--- config.mk ---
export PLATFORM = sky130hd
export DESIGN_NAME = div_seq_flat
export DESIGN_NICKNAME = d
export VERILOG_FILES = /design/src/rtl/div_seq_if.sv /design/src/rtl/div_seq.sv /design/src/flat_wrapper.sv
export SDC_FILE = /design/constraint.sdc
export NUM_CORES = 1
export LEC_CHECK = 0
export ABC_CLOCK_PERIOD_IN_PS = 5600
export CORE_AREA = 8 8 155 157
export DETAILED_ROUTE_END_ITERATION = 12
export DIE_AREA = 0 0 163 165
export PLACE_DENSITY = 0.68
export SLEW_MARGIN = 15
export SYNTH_ARGS = -nofsm -noshare
export SYNTH_HDL_FRONTEND = slang
export SYNTH_SLANG_ARGS = --single-unit
--- constraint.sdc ---
create_clock -name clk -period 5.6 [get_ports clk]
set_input_delay 0.56 -clock clk [delete_from_list [all_inputs] [get_ports clk]]
set_output_delay 0.56 -clock clk [all_outputs]
set_load 0.05 [all_outputs]
--- src/rtl/div_seq_if.sv ---
// Request/result bundle for the sequential divider: operands and start come from
// the master, and busy/done/results/flags come back from the divider (slave).
interface div_seq_if #(
  parameter int WIDTH = 32
) ();
  logic             start;
  logic             signed_op;
  logic [WIDTH-1:0] dividend;
  logic [WIDTH-1:0] divisor;
  logic             busy;
  logic             done;
  logic [WIDTH-1:0] quotient;
  logic [WIDTH-1:0] remainder;
  logic             n_flag;
  logic             z_flag;
  logic             dz_flag;

  modport master (
    output start, signed_op, dividend, divisor,
    input  busy, done, quotient, remainder, n_flag, z_flag, dz_flag
  );

  modport slave (
    input  start, signed_op, dividend, divisor,
    output busy, done, quotient, remainder, n_flag, z_flag, dz_flag
  );
endinterface

--- src/rtl/div_seq.sv ---
// Restoring shift-subtract divider, one quotient bit per cycle (IDLE/RUN/FIX/DONE).
// Define DIV_SEQ_SIGNED_EN to honour signed_op; otherwise every division is unsigned.
module div_seq #(
  parameter int WIDTH = 32
) (
  input  logic       clk,
  input  logic       reset,
  div_seq_if.slave   bus
);
  localparam int CW = $clog2(WIDTH);

  typedef enum logic [1:0] {S_IDLE, S_RUN, S_FIX, S_DONE} state_t;

  state_t           state_q, state_d;
  logic [CW-1:0]    cnt_q, cnt_d;
  logic [WIDTH-1:0] part_q, part_d;
  logic [WIDTH-1:0] shreg_q, shreg_d;
  logic [WIDTH-1:0] dvs_q, dvs_d;
  logic             busy_q, busy_d;
  logic             done_q, done_d;
  logic [WIDTH-1:0] quot_q, quot_d;
  logic [WIDTH-1:0] rem_q, rem_d;
  logic             n_q, n_d;
  logic             z_q, z_d;
  logic             dz_q, dz_d;

  logic [WIDTH:0]   part_sh;
  logic [WIDTH-1:0] part_sub;
  logic             q_ge;
  logic [WIDTH-1:0] a_mag, b_mag;
  logic [WIDTH-1:0] q_fix, r_fix;

`ifdef DIV_SEQ_SIGNED_EN
  logic a_neg, b_neg;
  logic qneg_q, qneg_d;
  logic rneg_q, rneg_d;

  always_comb begin
    a_neg = bus.signed_op & bus.dividend[WIDTH-1];
    b_neg = bus.signed_op & bus.divisor[WIDTH-1];
    a_mag = a_neg ? -bus.dividend : bus.dividend;
    b_mag = b_neg ? -bus.divisor  : bus.divisor;
    // Truncating division: quotient sign from sign mismatch, remainder follows dividend
    q_fix = qneg_q ? -shreg_q : shreg_q;
    r_fix = rneg_q ? -part_q  : part_q;
  end
`else
  logic unused_signed_op;
  assign unused_signed_op = bus.signed_op;
  assign a_mag = bus.dividend;
  assign b_mag = bus.divisor;
  assign q_fix = shreg_q;
  assign r_fix = part_q;
`endif

  // One restoring step: shift the next dividend bit into the partial remainder
  assign part_sh  = {part_q, shreg_q[WIDTH-1]};
  assign q_ge     = (part_sh >= {1'b0, dvs_q});
  assign part_sub = part_sh[WIDTH-1:0] - dvs_q;

  always_comb begin
    state_d = state_q;
    cnt_d   = cnt_q;
    part_d  = part_q;
    shreg_d = shreg_q;
    dvs_d   = dvs_q;
    quot_d  = quot_q;
    rem_d   = rem_q;
    n_d     = n_q;
    z_d     = z_q;
    dz_d    = dz_q;
    busy_d  = (state_q == S_RUN) || (state_q == S_FIX);
    done_d  = (state_q == S_DONE);
`ifdef DIV_SEQ_SIGNED_EN
    qneg_d  = qneg_q;
    rneg_d  = rneg_q;
`endif

    case (state_q)
      S_IDLE: begin
        if (bus.start) begin
          if (bus.divisor == '0) begin
            quot_d  = '1;
            rem_d   = bus.dividend;
            n_d     = 1'b1;
            z_d     = 1'b0;
            dz_d    = 1'b1;
            state_d = S_DONE;
          end else begin
            part_d  = '0;
            shreg_d = a_mag;
            dvs_d   = b_mag;
            cnt_d   = '0;
            state_d = S_RUN;
`ifdef DIV_SEQ_SIGNED_EN
            qneg_d  = a_neg ^ b_neg;
            rneg_d  = a_neg;
`endif
          end
        end
      end
      S_RUN: begin
        if (q_ge) begin
          part_d  = part_sub;
          shreg_d = {shreg_q[WIDTH-2:0], 1'b1};
        end else begin
          part_d  = part_sh[WIDTH-1:0];
          shreg_d = {shreg_q[WIDTH-2:0], 1'b0};
        end
        cnt_d = cnt_q + 1'b1;
        if (cnt_q == CW'(WIDTH - 1)) begin
          cnt_d   = '0;
          state_d = S_FIX;
        end
      end
      S_FIX: begin
        quot_d  = q_fix;
        rem_d   = r_fix;
        n_d     = q_fix[WIDTH-1];
        z_d     = (q_fix == '0);
        dz_d    = 1'b0;
        state_d = S_DONE;
      end
      S_DONE: begin
        state_d = S_IDLE;
      end
      default: begin
        state_d = S_IDLE;
      end
    endcase
  end

  always_ff @(posedge clk) begin
    if (reset) begin
      state_q <= S_IDLE;
      cnt_q   <= '0;
      part_q  <= '0;
      shreg_q <= '0;
      dvs_q   <= '0;
      busy_q  <= 1'b0;
      done_q  <= 1'b0;
      quot_q  <= '0;
      rem_q   <= '0;
      n_q     <= 1'b0;
      z_q     <= 1'b0;
      dz_q    <= 1'b0;
`ifdef DIV_SEQ_SIGNED_EN
      qneg_q  <= 1'b0;
      rneg_q  <= 1'b0;
`endif
    end else begin
      state_q <= state_d;
      cnt_q   <= cnt_d;
      part_q  <= part_d;
      shreg_q <= shreg_d;
      dvs_q   <= dvs_d;
      busy_q  <= busy_d;
      done_q  <= done_d;
      quot_q  <= quot_d;
      rem_q   <= rem_d;
      n_q     <= n_d;
      z_q     <= z_d;
      dz_q    <= dz_d;
`ifdef DIV_SEQ_SIGNED_EN
      qneg_q  <= qneg_d;
      rneg_q  <= rneg_d;
`endif
    end
  end

  assign bus.busy      = busy_q;
  assign bus.done      = done_q;
  assign bus.quotient  = quot_q;
  assign bus.remainder = rem_q;
  assign bus.n_flag    = n_q;
  assign bus.z_flag    = z_q;
  assign bus.dz_flag   = dz_q;
endmodule

--- src/flat_wrapper.sv ---
// flat-port wrapper written by rule: the top's interface ports become plain ports
module div_seq_flat 
#(
  parameter int WIDTH = 32
)
  (clk, reset, bus_start, bus_signed_op, bus_dividend, bus_divisor, bus_busy, bus_done, bus_quotient, bus_remainder, bus_n_flag, bus_z_flag, bus_dz_flag);
  div_seq_if #(.WIDTH(WIDTH)) bus_i ();
  input  logic clk;
  input  logic reset;
  input wire logic [$bits(bus_i.start)-1:0] bus_start;
  input wire logic [$bits(bus_i.signed_op)-1:0] bus_signed_op;
  input wire logic [$bits(bus_i.dividend)-1:0] bus_dividend;
  input wire logic [$bits(bus_i.divisor)-1:0] bus_divisor;
  output wire logic [$bits(bus_i.busy)-1:0] bus_busy;
  output wire logic [$bits(bus_i.done)-1:0] bus_done;
  output wire logic [$bits(bus_i.quotient)-1:0] bus_quotient;
  output wire logic [$bits(bus_i.remainder)-1:0] bus_remainder;
  output wire logic [$bits(bus_i.n_flag)-1:0] bus_n_flag;
  output wire logic [$bits(bus_i.z_flag)-1:0] bus_z_flag;
  output wire logic [$bits(bus_i.dz_flag)-1:0] bus_dz_flag;
  assign bus_i.start = bus_start;
  assign bus_i.signed_op = bus_signed_op;
  assign bus_i.dividend = bus_dividend;
  assign bus_i.divisor = bus_divisor;
  assign bus_busy = bus_i.busy;
  assign bus_done = bus_i.done;
  assign bus_quotient = bus_i.quotient;
  assign bus_remainder = bus_i.remainder;
  assign bus_n_flag = bus_i.n_flag;
  assign bus_z_flag = bus_i.z_flag;
  assign bus_dz_flag = bus_i.dz_flag;
  div_seq #(.WIDTH(WIDTH)) u_core (.clk(clk), .reset(reset), .bus(bus_i));
endmodule
==> run_results.csv <==
group,metric,value,unit
route,drtPass1Iterations,6,
synth,async_reset_ff_frac,0,
synth,yosys.area.top_type,"dfxtp_1",
setup_path,critPathArrivalTime,3.73,ns
die,fp.dieArea,26900,um2
setup_path,reg2reg_depth,11,
setup_path,worst-r2r-setup-slack,2.27,ns
clock_tree,cts-root-buf,"clkbuf_16",
sta,setup_viol,0,
synth,syn_nets,1188,
die,rows,54,
sta,rsz0062_at_grt,"no",
die,start_util,0.426,
route,wl_met1,12400,um
sta,hold_viol,0,
layout,final_nets,1276,
setup_path,start_kind,"primary input",
route,drt_iter0_drc,417,
route,drt-total-wl,25200,um
synth,ys_ff_latch,171,
sta,fin_worst_skew,0.00839,ns
sta,fin_crit,3.44,ns
global_routing,track_usage,0.184,
route,dr_wl_met3,1440,um
place,gp_congestion,0.901,
clock_tree,cts.sinks,171,
synth,synth_top_area_frac,0.374,
setup_path,critical_path_peak_fanout,33,
clock_tree,clkSlewWorstSetupHoldPaths,0.07,ns
layout,drive_above_1_share,0.0525,
clock_tree,cts_max_path_buffers,2,
sta,hold_slack,0.466,ns
min_path,hold_class,"reg2reg",
die,die_w,163,um
setup_path,endpoint_kind,"flop",
global_routing,grt_pass1_wl,40000,um
synth,yosysWarnings,0,
die,fp.dieH,165,um
synth,synth_edf_count,0,
run,cap_viol_max_count,0,
clock_tree,cts_setup_buffers,0,
global_routing,grt_pass1_vias,7573,
synth,avgSynthCellArea,8.48,um2
die,ios,137,
place,numPortBuffers,135,
clock_tree,hold_buffers,0,
sta,fmax,0.291,GHz
power,pwr_density_cell,601,nW/um2
setup_path,rr_endpoint,"u_core.part_q[28]",
power,seqPwrFrac,0.262,
global_routing,grt_max_degree,100,
clock_tree,cts_tree,"yes",
synth,synthCells,1080,
setup_path,cpPeakStageDelay,0.59,ns
power,combPwrFrac,0.559,
layout,antenna_cells,0,
synth,synth.distinct_cells,64,
route,dr_wl_met2,11000,um
power,p_leak,0.00428,uW
route,drc,0,
power,internal_power,3590,uW
layout,fillers,2065,
die,core-area,21500,um2
sta,slew-limit-headroom,0.317,
setup_path,startpoint,"bus_divisor[23]",
setup_path,cp.required,5.89,ns
clock_tree,htree_num_levels,4,
global_routing,antenna_found_initial,0,
sta,setup-tns-final,0,ns
synth,syn_area,9160,um2
route,post_drt_via_cell_ratio,5.53,
setup_path,worstSetupPathType,"in2reg",
status,status,"finished clean",
power,vdd_drop_max,0.306,mV
route,ant_nets,0,
route,wl_per_cell,17.2,um
synth,synth_ff_type,"dfxtp_1",
sta,period_share,0.613,
place,dp_hpwl,18800,um
min_path,min_path_cells,2,
clock_tree,cts_buffers,17,
power,clkPwrFrac,0.178,
synth,ys_seq_area_frac,0.374,
synth,synth.area.top_cells,"dfxtp_1 37%, mux2i_1 11%, nor2_1 6.5%, a211oi_1 5.6%, ha_1 5.3%",
sta,final_max_slew_viol_count,0,
setup_path,crit_chain,"clkdlybuf4s50_1 -> nor4_1 -> nand4_1 -> o21ai_1 -> or2_2 -> buf_4 -> a21boi_1 -> nor3_1 -> a21oi_1 -> nor2_1",
power,switchingPower,3190,uW
clock_tree,ctsResizeCount,0,
layout,area_delta_synth_final,23.1,%
setup_path,crit_end,"u_core.cnt_q[0]",
clock_tree,clock_latency,0.43,ns
sta,worst_pin_slew,1.03,ns
setup_path,r2r-start,"u_core.q_fix[31]",
route,dr.max_layer_used,"met4",
route,vias,8086,
synth,synth_commonest_cells,"171 x dfxtp_1, 159 x nor2_1, 98 x mux2i_1",
synth,synth.most_common_cell,"dfxtp_1",
global_routing,grt_overflow,0,
power,switching_share,0.470,
setup_path,crit_path_top_delay_cell,"a21boi_1",
registers in the layout, summed over array words and instances (netlist names), 2 cells and up:
name	flops
u_core.bus.quotient	32
u_core.bus.remainder	32
u_core.dvs_q	32
u_core.part_q	32
u_core.q_fix	32
u_core.cnt_q	5
u_core.state_q	2
cell families (layout without fill, tap and decap cells):
kind of cell    count (synthesis)  count (layout)  share of synthesized area
mux                            99              99                      0.108
simple gates                  326             326                      0.161
compound gates                265             265                      0.213
xor+xnor                       24              24                     0.0230
buf+inv                       155             256                     0.0664
fa+ha+maj                      40              40                     0.0555
flops                         171             171                      0.374
placed cells by master (no fill, tap or decap), types with 5 or more instances in the layout:
| master | netlist | final |
|---|---|---|
| buf_4 | 2 | 14 |
| o21bai_1 | 5 | 5 |
| nand2_1 | 66 | 66 |
| dfxtp_1 | 171 | 171 |
| nor2b_1 | 8 | 8 |
| o21ai_0 | 26 | 26 |
| o21a_1 | 6 | 6 |
| a21oi_1 | 29 | 29 |
| nand2b_1 | 6 | 6 |
| a311oi_1 | 36 | 36 |
| a21o_1 | 13 | 13 |
| nor2_1 | 159 | 159 |
| a211oi_1 | 68 | 67 |
| nand3_1 | 14 | 14 |
| a31oi_1 | 7 | 7 |
| mux2i_1 | 98 | 98 |
| xor2_1 | 12 | 12 |
| nand4_1 | 21 | 21 |
| inv_1 | 76 | 76 |
| nor3_1 | 14 | 13 |
| o311ai_1 | 6 | 6 |
| clkdlybuf4s50_1 | 0 | 134 |
| o211ai_1 | 36 | 36 |
| clkbuf_16 | 0 | 17 |
| nor4_1 | 16 | 16 |
| xnor2_1 | 12 | 12 |
| ha_1 | 39 | 37 |
layer usage:
metal / track usage / vias up
li1: - / 4091
met1: 0.255 / 3751
met2: 0.283 / 225
met3: 0.0394 / 19
met4: 0.0496 / 0
met5: 0 / -
worst max-delay path, delay by kind of cell:
kind	cells	cell delay (ns)
buffers and inverters	2	0.90
AOI/OAI and AO/OA	3	1.12
and+or+nand+nor	5	1.13
cell type report:
class / instances / area, um2 / area share
Tap cell: 280 / 350 / 0.0311
Sequential cell: 171 / 3420 / 0.304
Clock buffer: 17 / 425 / 0.0377
Timing Repair Buffer: 148 / 1450 / 0.128
Multi-Input combinational cell: 754 / 5160 / 0.458
Inverter: 76 / 285 / 0.0253
Clock inverter: 15 / 176 / 0.0157
worst min path at each step:
stage | from | to | slack [ns]
floorplan | u_core.cnt_q[4] | u_core.cnt_q[4] | 0.44
global placement | u_core.cnt_q[4] | u_core.cnt_q[4] | 0.45
detailed placement | u_core.cnt_q[4] | u_core.cnt_q[4] | 0.46
CTS | u_core.cnt_q[4] | u_core.cnt_q[4] | 0.47
global route | u_core.cnt_q[4] | u_core.cnt_q[4] | 0.50
finish | u_core.cnt_q[4] | u_core.cnt_q[4] | 0.47
stage by stage:
| stage | setup slack, ns | instances | util | total power [uW] | area (um2) |
|---|---|---|---|---|---|
| finish | 2.16 | 1461 | 0.525 | 6770 | 11300 |
| global route | 1.91 | 1461 | 0.525 | 7240 | 11300 |
| CTS | 2.13 | 1461 | 0.525 | 6790 | 11300 |
| detailed placement | 1.68 | 1429 | 0.497 | 5560 | 10700 |
| global placement | 1.75 | 1429 | 0.497 | 5520 | 10700 |
| floorplan | 2.92 | 1080 | - | 4600 | 9160 |
power by group through the flow:
stage / logic (uW) / clock network [uW] / registers, uW
after floorplan: 2550 / 0 / 2050
after global placement: 3730 / 0 / 1790
after detailed placement: 3760 / 0 / 1800
after CTS: 3780 / 1230 / 1770
after global routing: 4140 / 1280 / 1820
final: 3790 / 1210 / 1780
Power figures use the tool's default switching activity.
